File: src/rtl/fp_align_shifter.sv
// Mantissa alignment stage of the FP adder: swaps operands and right-shifts the small mantissa with guard/round/sticky.
// Define FP_ALIGN_SINGLE_CYCLE_EN to do the whole shift in one barrel step at accept time.
module fp_align_shifter #(
    parameter int SHIFT_STEP = 4,
    parameter int MAN_W      = 24
) (
    input  logic               clk,
    input  logic               rst,
    input  logic               in_valid,
    output logic               in_ready,
    input  logic [7:0]         exp_a,
    input  logic [7:0]         exp_b,
    input  logic [MAN_W-1:0]   man_a,
    input  logic [MAN_W-1:0]   man_b,
    input  logic               a_lt_b,
    input  logic               a_eq_b,
    input  logic               a_gt_b,
    input  logic [7:0]         abs_diff,
    output logic               out_valid,
    input  logic               out_ready,
    output logic [7:0]         exp_big,
    output logic [MAN_W-1:0]   man_big,
    output logic [MAN_W+2:0]   man_small,
    output logic               swapped
);

    localparam int WW = MAN_W + 3;
    localparam int RW = $clog2(WW + 1);
    localparam logic [RW-1:0] STEP = RW'(SHIFT_STEP);
    localparam logic [RW-1:0] SAT  = RW'(WW);

    typedef enum logic [1:0] {IDLE, SHIFT, DONE} state_t;

    state_t             state_q, state_d;
    logic [7:0]         exp_big_q, exp_big_d;
    logic [MAN_W-1:0]   man_big_q, man_big_d;
    logic [WW-1:0]      work_q, work_d;
    logic [RW-1:0]      rem_q, rem_d;
    logic               swapped_q, swapped_d;

    logic [MAN_W-1:0]   small_sel;
    logic [RW-1:0]      rem_load;
    logic [RW-1:0]      k;

    // The comparator's eq/gt flags are implied by lt and carry no extra information here.
    logic unused_flags;
    assign unused_flags = a_eq_b ^ a_gt_b;

    // Shift right by amt; bit0 becomes the OR of every bit at or below position amt, so sticky accumulates.
    function automatic logic [WW-1:0] align_shift(input logic [WW-1:0] w, input logic [RW-1:0] amt);
        logic [WW:0]   one;
        logic [WW:0]   mask;
        logic [RW:0]   amt1;
        logic [WW-1:0] r;
        one  = {{WW{1'b0}}, 1'b1};
        amt1 = {1'b0, amt} + {{RW{1'b0}}, 1'b1};
        mask = (one << amt1) - one;
        r    = w >> amt;
        r[0] = |(w & mask[WW-1:0]);
        return r;
    endfunction

    always_comb begin
        state_d   = state_q;
        exp_big_d = exp_big_q;
        man_big_d = man_big_q;
        work_d    = work_q;
        rem_d     = rem_q;
        swapped_d = swapped_q;
        small_sel = a_lt_b ? man_a : man_b;
        rem_load  = (abs_diff >= 8'(WW)) ? SAT : RW'(abs_diff);
        k         = (rem_q > STEP) ? STEP : rem_q;

        case (state_q)
            IDLE: begin
                if (in_valid) begin
                    exp_big_d = a_lt_b ? exp_b : exp_a;
                    man_big_d = a_lt_b ? man_b : man_a;
                    swapped_d = a_lt_b;
`ifdef FP_ALIGN_SINGLE_CYCLE_EN
                    work_d    = align_shift({small_sel, 3'b000}, rem_load);
                    rem_d     = '0;
                    state_d   = DONE;
`else
                    work_d    = {small_sel, 3'b000};
                    rem_d     = rem_load;
                    state_d   = (rem_load == '0) ? DONE : SHIFT;
`endif
                end
            end
            SHIFT: begin
                work_d = align_shift(work_q, k);
                rem_d  = rem_q - k;
                if (rem_q == k) begin
                    state_d = DONE;
                end
            end
            DONE: begin
                if (out_ready) begin
                    state_d = IDLE;
                end
            end
            default: state_d = IDLE;
        endcase
    end

    always_ff @(posedge clk) begin
        if (rst) begin
            state_q   <= IDLE;
            exp_big_q <= '0;
            man_big_q <= '0;
            work_q    <= '0;
            rem_q     <= '0;
            swapped_q <= 1'b0;
        end else begin
            state_q   <= state_d;
            exp_big_q <= exp_big_d;
            man_big_q <= man_big_d;
            work_q    <= work_d;
            rem_q     <= rem_d;
            swapped_q <= swapped_d;
        end
    end

    assign in_ready  = (state_q == IDLE);
    assign out_valid = (state_q == DONE);
    assign exp_big   = exp_big_q;
    assign man_big   = man_big_q;
    assign man_small = work_q;
    assign swapped   = swapped_q;

endmodule

File: config.mk
export PLATFORM = sky130hd
export DESIGN_NAME = fp_align_shifter
export DESIGN_NICKNAME = d
export VERILOG_FILES = /design/src/rtl/fp_align_shifter.sv
export SDC_FILE = /design/constraint.sdc
export NUM_CORES = 1
export LEC_CHECK = 0
export ABC_AREA = 1
export CORE_MARGIN = 2
export CORE_UTILIZATION = 42
export CTS_BUF_LIST = sky130_fd_sc_hd__clkbuf_16
export DETAILED_ROUTE_END_ITERATION = 6
export PLACE_DENSITY = 0.77
export SLEW_MARGIN = 25
export SYNTH_ARGS = -nofsm -noshare
export SYNTH_HDL_FRONTEND = slang
export SYNTH_SLANG_ARGS = --single-unit
File: constraint.sdc
create_clock -name clk -period 1.5 [get_ports clk]
set_input_delay 0.3 -clock clk [delete_from_list [all_inputs] [get_ports clk]]
set_output_delay 0.3 -clock clk [all_outputs]
set_load 0.1 [all_outputs]
## Word level (Yosys, flattened, before mapping)

Cells that the tools add are included.

- Bits in registers: 67
- Bits of input ports: 79
- Output and inout bits: 62
- Word-level logic and storage cells: 41

- Add/subtract/negate cells: 3
- Magnitude comparators: 2
- Eq/ne operators: 6
- Shift-type cells: 2
- Mux-type cells: 14
- Bitwise operators: 1
- Reduce and logical (&&, ||, !) cells: 7

Operators by type and width:

| operator | number |
|---|---|
| case mux 27 bit (2 select lines) | 1 |
| two-way mux 24 bit | 2 |
| AND 27 bit | 1 |
| two-way mux 27 bit | 1 |
| OR reduction 27 bit | 1 |
| left shift 1 x 6 -> 27 bit, first input constant | 1 |
| >> shifter 27 x 5 -> 27 bit | 1 |
| subtractor 27 x 1 -> 27 bit, second input constant | 1 |
| two-way mux 5 bit | 3 |
| case mux 5 bit (2 select lines) | 1 |
| >= comparator 8 x 5 -> 1 bit, second input constant | 1 |
| two-way mux 2 bit | 4 |
| two-way mux 8 bit | 1 |
| adder 5 x 1 -> 6 bit, second input constant | 1 |
| case mux 2 bit (3 select lines) | 1 |
| equality test 5 bit | 1 |
| > comparator 5 x 3 -> 1 bit, second input constant | 1 |
| logical NOT 5 bit | 1 |
| subtractor 5 bit | 1 |
| != test 2 bit, second input constant | 2 |
| AND reduction 2 bit | 2 |
| AND reduction 3 bit | 1 |
| equality test 2 x 1 -> 1 bit, second input constant | 1 |
| equality test 2 bit, second input constant | 1 |
| 3 further kinds | 3 |

## Logic depth before layout (Yosys ltp)

Gate-level depths: netlist (run 1).

- Word-level depth: 8
- Depth in mapped cells: 13
- Depth with buffers taken out: 12

## Worst setup path before layout (run 1)

Ideal clock, no wire load.

- Path type: reg2reg
- From: register state_q[1]
- To: register state_q[0]
- Library setup time: 135 ps
- Arrival time: 2161 ps
- Data required time: 1365 ps
- Slack: -796 ps
- Cell stages (with the launch flop): 8
- Path buffers: 0
- Period minus slack after synthesis: 2296 ps
- Path through: dfxtp_1 > inv_2 > nor2_1 > nand2_1 > nand3_1 > nor2_1 > nand3_1 > a21oi_1

- Longest elaborated chain between the ends: 3
- Elaborated cells between the ends (all ways): 8

RTL lines:

| what | line | RTL |
|---|---|---|
| from (decl) | 34 | `state_t state_q, state_d;` |
| from (signal assigned) | 116 | `state_q <= state_d;` |
| equality test 2 bit * | -- |  |
| net out_valid | 19 | `output logic out_valid,` |
| != test 2 x 1 -> 1 bit (no line) | -- |  |
| AND reduction 3 bit (no line) | -- |  |

The timed path passes the listed nets; every way through them passes the cells marked *.
A chain may end at the register's enable or synchronous reset.

## Final worst setup path (run 1)

- From: register rem_q[4]
- To: register work_q[0], in the netlist man_small[0]

- Longest elaborated chain between the ends: 8

RTL lines:

| what | line | RTL |
|---|---|---|
| from (decl) | 38 | `logic [RW-1:0] rem_q, rem_d;` |
| from (signal assigned) | 120 | `rem_q <= rem_d;` |
| > comparator 5 x 3 -> 1 bit | 72 | `k = (rem_q > STEP) ? STEP : rem_q;` |
| two-way mux 5 bit * | 72 |  |
| adder 5 x 1 -> 6 bit * | 56 | `amt1 = {1'b0, amt} + {{RW{1'b0}}, 1'b1};` |
| left shift 1 x 6 -> 27 bit * | 57 | `mask = (one << amt1) - one;` |
| subtractor 27 x 1 -> 27 bit * | 57 |  |
| AND 27 bit * | 59 | `r[0] = \|(w & mask[WW-1:0]);` |
| OR reduction 27 bit * | 59 |  |
| case mux 27 bit (2 select lines) * | 74 | `case (state_q)` |
| to (signal assigned) | 119 | `work_q <= work_d;` |
| to (decl) | 37 | `logic [WW-1:0] work_q, work_d;` |

Every way passes the cells marked *; elsewhere a longest branch is shown, timed or not.

==> reports/metrics.yaml, run 1 <==
status:
  run_status: "complete, but fails checks"
  violations: "design-rule violations, negative setup slack"
yosys:
  synth_compound_area_share_pct: 29.4
  yosysUniqueCellTypes: 31
  synth.mux.area_fraction_pct: 0
  synthCells: 662
  synth_area_leaders: "dfxtp_1, nand2_1, o21ai_0, a31oi_1, a21oi_1"
  synth_seq_cells: 67
  synth_ff_type: "dfxtp_1"
  synth_top_area_cell: "dfxtp_1"
  yosys.area_share.simple_pct: 28.1
  synth_xor_area_share_pct: 0
  async_flop_share_pct: 0
  synth_top_area_share_pct: 31.9
  synth_common_cells: "nand2_1, o21ai_0, dfxtp_1"
  yosysWarnings: 0
  synth_fa_ha_area_share_pct: 0.594
  syn-mean-instance-area_um2: 6.36
  synth_area_um2: 4210
  synth_top_family_by_area: "compound AO/OA/AOI/OAI gates"
  yosysMostFrequentCell: "nand2_1"
  synth_edf_count: 0
  yosysSeqAreaShare_pct: 31.9
power:
  p_leak_uw: 0.00305
  peakVddDrop_mv: 1.34
  p_per_area_nw_per_um2: 2600
worst_setup_path:
  rrSetupSlack_ns: -0.09
  end_kind: "flop"
  reg2reg_to: "man_small[0]$_SDFFE_PP0P_"
  start_kind: "flop"
  crit_fanout: 4
  cp_data_required_time_ns: 1.72
  r2r_cells: 11
  reg2reg_from: "rem_q[4]$_SDFFE_PP0P_"
  worstPathArrival_ns: 1.81
  crit_type: "reg2reg"
sta:
  timing.final.crit_share_pct: 106
  hold_viol: 0
  slew_violations: 0
  period_needed_ns: 1.59
  fmax_ghz: 0.627
  skew_ns: 0.00830
  post-route-worst-setup-slack_ns: -0.0941
  setup_viol_count_final: 17
  rsz0062_at_grt: "yes"
clocking:
  clkLatencyLatePin_ns: 0.33
  htreeDepth: 3
  cts_tree: "yes"
  clock_sinks: 67
  cts_max_path_buffers: 2
  clock-root-buffer: "clkbuf_16"
  cts_buffers: 9
  clk_pin_slew_ns: 0.06
  cts_hold_buf: 0
die:
  initial_core_util_pct: 43.1
  dieHeight_um: 104
  io_pins: 141
  core_um2: 9770
  die_width_um: 104
  num_rows: 36
  design.die.area_um2: 10800
place:
  gp_congestion: 0.921
  dp_hpwl_um: 11400
  placedInstanceArea_um2: 6680
  pre_cts_ws_ns: -0.239
  port-buffer-count: 138
  dp.cells: 937
hold_path:
  hp-start: "a_lt_b"
  hold_path_class: "in2reg"
  hold_end: "man_big[0]$_SDFFE_PP0P_"
  holdPathStages: 4
grt:
  grt_max_degree: 57
  track_usage_pct: 29.3
  grt_pass1_wl_um: 26300
  grt.overflow.total: 0
  antenna_found_initial: 0
  grt_pass1_vias: 5501
cells_and_area:
  final_cells: 971
  utilization_pct: 75.0
  finalNetCount: 914
  fill_cells: 707
  num_antenna_cells: 0
  final_cell_area_um2: 7330
  synthToLayoutAreaGrowth_pct: 74.2
  drive_above_1_share_pct: 27.3
drt:
  first_pass_iters: 7
  via_per_inst: 5.79
  drtAntennaViolNets: 0
  drt_wl_total_um: 16900
  routed-via-count: 5624
  avgRoutedWirePerCell_um: 17.4
  drt_iter0_markers: 526
  drcViolationCount: 1
job:
  drv.max_cap_violation_count: 0
-- final cells by class --
class                           instances  area [µm²]  area share [%]
Inverter                               43         180            2.46
Timing Repair Buffer                  207        2730            37.2
Clock inverter                          6        30.0           0.409
Clock buffer                           10         250            3.41
Tap cell                              133         166            2.27
Multi-Input combinational cell        505        2600            35.5
Sequential cell                        67        1380            18.8
-- repair_timing --
action | in CTS | in global routing
endpoints found under the setup margin | 5 | 63
pin swaps | 17 | 13
gates resized for setup | 24 | 42
buffers inserted | 6 | 9
gates cloned | 1 | 2
-- layer usage --
metal | vias to the layer above | GRT usage, % | routed length (µm)
li1 | 2594 | - | -
met1 | 2619 | 34.3 | 6410
met2 | 336 | 49.4 | 8180
met3 | 75 | 9.15 | 1660
met4 | 0 | 12.7 | 629
met5 | - | 0 | 0
-- worst max-delay path, cell delays in order (launching register included) --
cell and delay, ns:
dfxtp_2 0.33, nor2_4 0.15, buf_4 0.14, nand3_4 0.07, ha_4 0.19, buf_4 0.14, nand4_1 0.11, nor2_1 0.06
nor2_1 0.10, nand3_1 0.08, nand2_1 0.06, a21oi_1 0.06
-- kinds of logic (layout without fill, tap and decap cells) --
group	Yosys count	count (layout)
simple gates	282	282
compound gates	219	219
buf+inv	91	266
flops	67	67
fa+ha+maj	2	2
other cells	1	2
-- placed cells by master, fill, tap and decap left out, types with 15 or more instances in the layout --
master / Yosys / layout
o21ai_0: 93 / 83
a31oi_1: 39 / 39
nand3_1: 43 / 37
a21oi_1: 48 / 44
clkdlybuf4s50_1: 0 / 75
nor2_1: 29 / 25
dfxtp_1: 67 / 44
buf_4: 2 / 47
o211ai_1: 15 / 15
nand2_1: 195 / 186
a21oi_2: 11 / 15
buf_12: 0 / 73
dfxtp_2: 0 / 21
inv_1: 38 / 33
-- state kept, by name (all words and copies together), names as in the netlist --
name / cells
man_small: 27
man_big: 24
exp_big: 8
rem_q: 5
state_q: 2
swapped: 1
-- worst max path at each step --
stage | from | endpoint | slack, ns | depth (start not counted)
after floorplan | state_q[0]$_SDFFE_PP0P_ | exp_big[7]$_SDFFE_PP0P_ | -0.18 | 5
after global placement | in_valid | exp_big[4]$_SDFFE_PP0P_ | -0.16 | 7
after detailed placement | in_valid | man_big[17]$_SDFFE_PP0P_ | -0.24 | 7
after CTS | rem_q[3]$_SDFFE_PP0P_ | man_small[0]$_SDFFE_PP0P_ | -0.02 | 10
after global routing | rem_q[4]$_SDFFE_PP0P_ | man_small[20]$_SDFFE_PP0P_ | -0.18 | 9
final | rem_q[4]$_SDFFE_PP0P_ | man_small[0]$_SDFFE_PP0P_ | -0.09 | 11
-- stage by stage --
stage                     total power (µW)  TNS, ns  hold WS (ns)
after CTS                            18300  -0.0660         0.481
after floorplan                      11100    -8.59         0.437
after global routing                 19800    -2.43         0.507
final                                19100   -0.693         0.483
after detailed placement             15700    -9.77         0.517
after global placement               15500    -7.15         0.508
-- power by group --
group,internal (µW),switching [µW],total (µW)
clock,1200,813,2010
combinational,5080,8480,13600
sequential,2510,991,3500
Note: power is estimated with default switching activity, not from simulation.
==> run 2: changes to the inputs <==
CORE_MARGIN = 8   (was 2)
clock period = 1.3 ns   (was 1.5 ns; I/O delays follow)
==> run 2 against run 1 <==
Critical path depth shrank 2. Power grew 21%. Via count grew 1.9%. Core utilization grew 3.5 points. Hold slack lost 0.075 ns. The flow finishes with violations (negative setup slack). Critical path type unchanged. Sequential share of layout area shrank 0.74 points. Clock power grew 21%. Sequential cell count is the same. Register-to-register slack lost 0.20 ns. Clock-buffer cell count shrank 1. Global-route usage shrank 4.1 points. Wire length grew 11%.
==> reports/metrics.yaml, run 2 (synthesized netlist as in run 1, its figures left out) <==
place:
  port-buffer-count: 138
  dp_hpwl_um: 12300
  gp_congestion: 0.886
  dp.cells: 955
cells_and_area:
  final_common_cell: "nand2_1"
  final_cells: 989
  mostFrequentLayoutCells: "nand2_1, o21ai_0, clkdlybuf4s50_1"
  largest_reg_flops: 27
  synthToLayoutAreaGrowth_pct: 82.2
  drive_above_1_share_pct: 31.3
  finalNetCount: 932
  num_antenna_cells: 0
worst_setup_path:
  worstPathArrival_ns: 1.88
  cp_data_required_time_ns: 1.58
  critical_path_buf_inv_count: 3
  cp_num_cells: 9
  r2r_cells: 9
  crit_path_end: "man_small[20]$_SDFFE_PP0P_"
  path_delay_family: "simple AND/OR/NAND/NOR gates"
  reg2reg_to: "man_small[20]$_SDFFE_PP0P_"
  rrSetupSlack_ns: -0.30
  critPathMaxStageDelay_ns: 0.34
  crit_type: "reg2reg"
  startpoint: "rem_q[4]$_SDFFE_PP0P_"
  crit_fanout: 9
  start_kind: "flop"
  cpMostUsedCell: "nand3_2"
  end_kind: "flop"
  slowest_stage: "dfxtp_2"
  reg2reg_from: "rem_q[4]$_SDFFE_PP0P_"
  crit_chain: "nor2_4, buf_4, nand3_2, clkbuf_16, o211ai_1, nand3_1, nand3_2, nand2_1, inv_1"
drt:
  dr_wl_met3_um: 2000
  dr_wl_met2_um: 8980
  via_per_inst: 5.80
  top_layer: "met4"
  routed-via-count: 5732
  drtAntennaViolNets: 0
  drt_wl_total_um: 18800
  avgRoutedWirePerCell_um: 19.0
  drcViolationCount: 0
  m1WireLength_um: 7270
  first_pass_iters: 5
  drt_iter0_markers: 627
grt:
  antenna_found_initial: 0
  track_usage_pct: 25.2
  grt_max_degree: 56
  grt_pass1_wl_um: 27000
  grt_pass1_vias: 5302
  grt.overflow.total: 0
sta:
  rsz0062_at_grt: "yes"
  fmax_ghz: 0.625
  slew_violations: 0
  timing.final.crit_share_pct: 123
  setup_viol_count_final: 36
  period_needed_ns: 1.60
  hold_viol: 0
  skew_ns: 0.00457
  fin_tns_setup_ns: -7.56
  post-route-worst-setup-slack_ns: -0.299
clocking:
  cts_tree: "yes"
  htreeDepth: 3
  clock_sinks: 67
  clk_pin_slew_ns: 0.06
  cts_buffers: 9
  cts_max_path_buffers: 2
  clkLatencyLatePin_ns: 0.34
  clock-root-buffer: "clkbuf_16"
die:
  dieHeight_um: 116
  num_rows: 36
  die_width_um: 116
  design.die.area_um2: 13500
  initial_core_util_pct: 43.1
  io_pins: 141
  core_um2: 9770
job:
  drv.max_cap_violation_count: 0
power:
  p_per_area_nw_per_um2: 3010
  p_leak_uw: 0.00319
  peakVddDrop_mv: 1.39
status:
  violations: "negative setup slack"
  run_status: "complete, but fails checks"
hold_path:
  hold_path_class: "in2reg"
run 2: changes by cell type in the layout (fill, tap and decap cells not counted), moves of 5 or more:
cell / before / now
buf_4: 47 / 56
dfxtp_1: 44 / 39
dfxtp_2: 21 / 26
nand3_2: 5 / 10
o21ai_0: 83 / 75
run 2: cell type report:
cell class / count / area, µm²
repair buffers: 224 / 2940
multi-input cells: 506 / 2720
fillers: 636 / 2100
flip-flops and latches: 67 / 1380
clock buffers: 9 / 225
inverters: 43 / 181
well taps: 133 / 166
clock inverters: 7 / 60.1
run 2: worst min path at each step:
| stage | startpoint | endpoint | slack [ns] | cells after the start |
|---|---|---|---|---|
| after floorplan | rst | man_small[20]$_SDFFE_PP0P_ | 0.40 | 3 |
| after global placement | rem_q[4]$_SDFFE_PP0P_ | rem_q[4]$_SDFFE_PP0P_ | 0.52 | 2 |
| after detailed placement | man_small[0]$_SDFFE_PP0P_ | man_small[0]$_SDFFE_PP0P_ | 0.52 | 2 |
| after CTS | a_lt_b | man_big[22]$_SDFFE_PP0P_ | 0.40 | 4 |
| after global routing | a_lt_b | man_big[8]$_SDFFE_PP0P_ | 0.42 | 4 |
| final | a_lt_b | man_big[21]$_SDFFE_PP0P_ | 0.41 | 4 |
run 2: metrics by stage:
step | hold WS [ns] | util, % | cell area, µm² | total power (µW) | worst slack [ns]
after floorplan | 0.398 | - | 4280 | 12700 | -0.353
after global placement | 0.516 | 69.5 | 6790 | 18200 | -0.330
after detailed placement | 0.518 | 69.5 | 6790 | 18500 | -0.407
after CTS | 0.404 | 74.4 | 7270 | 21600 | -0.221
after global routing | 0.423 | 78.5 | 7670 | 24000 | -0.366
final | 0.408 | 78.5 | 7670 | 23100 | -0.299
run 2: power by group:
part	leakage, µW	internal [µW]	switching (µW)
logic	0.00249	6390	10200
clock network	0.000145	1460	970
registers	0.000564	2910	1160
total	0.00319	10800	12300
run 2: timing repair:
| action | in CTS | in global routing |
|---|---|---|
| hold buffers | 0 | 0 |
| buffers inserted | 4 | 6 |
| gates resized for setup | 51 | 61 |
| setup endpoints to repair | 39 | 65 |
| pin swaps | 8 | 13 |
| cloned | 2 | 6 |
run 2: layer usage:
layer  up-vias  GRT usage (%)
li1       2629              -
met5         -              0
met3        52           7.50
met2       358           40.4
met1      2693           31.5
met4         0           8.73
run 2: worst reg2reg max path, cell delays in order, from the launching register on:
cell       delay [ns]
dfxtp_2          0.34
nor2_4           0.21
buf_4            0.16
nand3_2          0.14
clkbuf_16        0.21
o211ai_1         0.15
nand3_1          0.11
nand3_2          0.12
nand2_1          0.06
inv_1            0.05
==> run 3: changes to the inputs <==
RECOVER_POWER = 50   (was unset)
==> run 3 against run 2 <==
Core utilization decreased by 5.0 points. Clock power about the same. The run still ends with negative setup slack left. Power is 5.0% lower. Die area stayed put. Critical path depth is the same. Global-route usage is the same. Cell count unchanged.
==> reports/metrics.yaml, run 3 (synthesized netlist as in run 1, its figures left out) <==
power:
  p_per_area_nw_per_um2: 3050
  peakVddDrop_mv: 1.26
  finalPower_uw: 21900
  p_leak_uw: 0.00306
worst_setup_path:
  crit_chain: "nor2_4, buf_4, nand3_2, clkbuf_16, o211ai_1, nand3_1, nand3_2, nand2_1, inv_1"
  end_kind: "flop"
  crit_fanout: 9
  critPathMaxStageDelay_ns: 0.34
  crit_type: "reg2reg"
  rrSetupSlack_ns: -0.30
  cp_data_required_time_ns: 1.58
  slowest_stage: "dfxtp_2"
  worstPathArrival_ns: 1.88
  cpMostUsedCell: "nand3_2"
  start_kind: "flop"
cells_and_area:
  num_antenna_cells: 0
  mostFrequentLayoutCells: "nand2_1, buf_4, o21ai_0, clkdlybuf4s50_1, a21oi_1"
  drive_above_1_share_pct: 31.3
  finalNetCount: 932
  largest_reg_flops: 27
  final_cell_area_um2: 7180
  seq_area_um2: 1380
  final_common_cell: "nand2_1"
  multi_input_area_um2: 2720
  synthToLayoutAreaGrowth_pct: 70.6
  fill_cells: 714
job:
  drv.max_cap_violation_count: 0
sta:
  timing.final.crit_share_pct: 123
  skew_ns: 0.00463
  setup_viol_count_final: 36
  hold_viol: 0
  period_needed_ns: 1.60
  post-route-worst-setup-slack_ns: -0.300
  fmax_ghz: 0.625
  rsz0062_at_grt: "yes"
  slew_violations: 0
drt:
  via_per_inst: 5.78
  routed-via-count: 5713
  drtAntennaViolNets: 0
  avgRoutedWirePerCell_um: 19.0
  drt_iter0_markers: 608
  drcViolationCount: 0
  first_pass_iters: 6
  drt_wl_total_um: 18800
die:
  core_um2: 9770
  design.die.area_um2: 13500
  dieHeight_um: 116
  die_width_um: 116
  io_pins: 141
  initial_core_util_pct: 43.1
  num_rows: 36
hold_path:
  hold_path_class: "in2reg"
grt:
  grt_max_degree: 56
  antenna_found_initial: 0
  grt_pass1_vias: 5302
  track_usage_pct: 25.2
  grt.overflow.total: 0
  grt_pass1_wl_um: 27000
clocking:
  htreeDepth: 3
  cts_buffers: 9
  clkLatencyLatePin_ns: 0.34
  clk_pin_slew_ns: 0.06
  clock_sinks: 67
  cts_tree: "yes"
  cts_max_path_buffers: 2
  clock-root-buffer: "clkbuf_16"
place:
  pre_cts_ws_ns: -0.407
  dp_hpwl_um: 12300
  placedInstanceArea_um2: 6790
  gp_congestion: 0.886
  port-buffer-count: 138
status:
  violations: "negative setup slack"
  run_status: "complete, but fails checks"
[run 3: final cells by class]
class | instances | area share (%)
Inverter | 43 | 2.53
Clock inverter | 7 | 0.836
Multi-Input combinational cell | 506 | 37.8
Clock buffer | 9 | 3.14
Sequential cell | 67 | 19.2
Tap cell | 133 | 2.32
Timing Repair Buffer | 224 | 34.1
[run 3: through the flow]
stage | utilization (%) | setup TNS, ns | instances | hold WS (ns)
after CTS | 74.4 | -4.24 | 977 | 0.404
after detailed placement | 69.5 | -14.60 | 955 | 0.518
after global routing | 73.5 | -9.92 | 989 | 0.423
final | 73.5 | -7.40 | 989 | 0.408
after global placement | 69.5 | -11.43 | 955 | 0.516
after floorplan | - | -19.82 | 663 | 0.398
[run 3: where the power goes]
group | total (µW) | switching, µW | internal, µW
Sequential | 3870 | 964 | 2910
Combinational | 15600 | 10200 | 5430
Clock | 2430 | 972 | 1460
[run 3: worst paths after layout]
kind	from	end	depth (start not counted)
setup / recovery	rem_q[4]$_SDFFE_PP0P_	man_small[20]$_SDFFE_PP0P_	9
hold / removal	a_lt_b	man_big[21]$_SDFFE_PP0P_	4
setup reg to reg	rem_q[4]$_SDFFE_PP0P_	man_small[20]$_SDFFE_PP0P_	9
hold reg to reg	rem_q[4]$_SDFFE_PP0P_	rem_q[4]$_SDFFE_PP0P_	2
[run 3: timing repair]
item,CTS,global route
endpoints found under the setup margin,39,65
hold buffers,0,0
pin swaps,8,13
buffers inserted,4,6
resized for setup,51,61
cloned,2,6
endpoints found under the hold margin,0,0
[run 3: critical path, delay by kind of cell (launching register included)]
family / cells / cell delay, ns
simple gates: 5 / 0.63
compound gates: 1 / 0.16
flops: 1 / 0.34
buf+inv: 3 / 0.41
[run 3: layer usage]
| layer | vias up | share of wire [%] | track usage [%] |
|---|---|---|---|
| met5 | - | 0 | 0 |
| met4 | 0 | 3.2 | 8.73 |
| met3 | 58 | 11 | 7.50 |
| met2 | 370 | 47 | 40.4 |
| met1 | 2652 | 38 | 31.5 |
| li1 | 2633 | - | - |
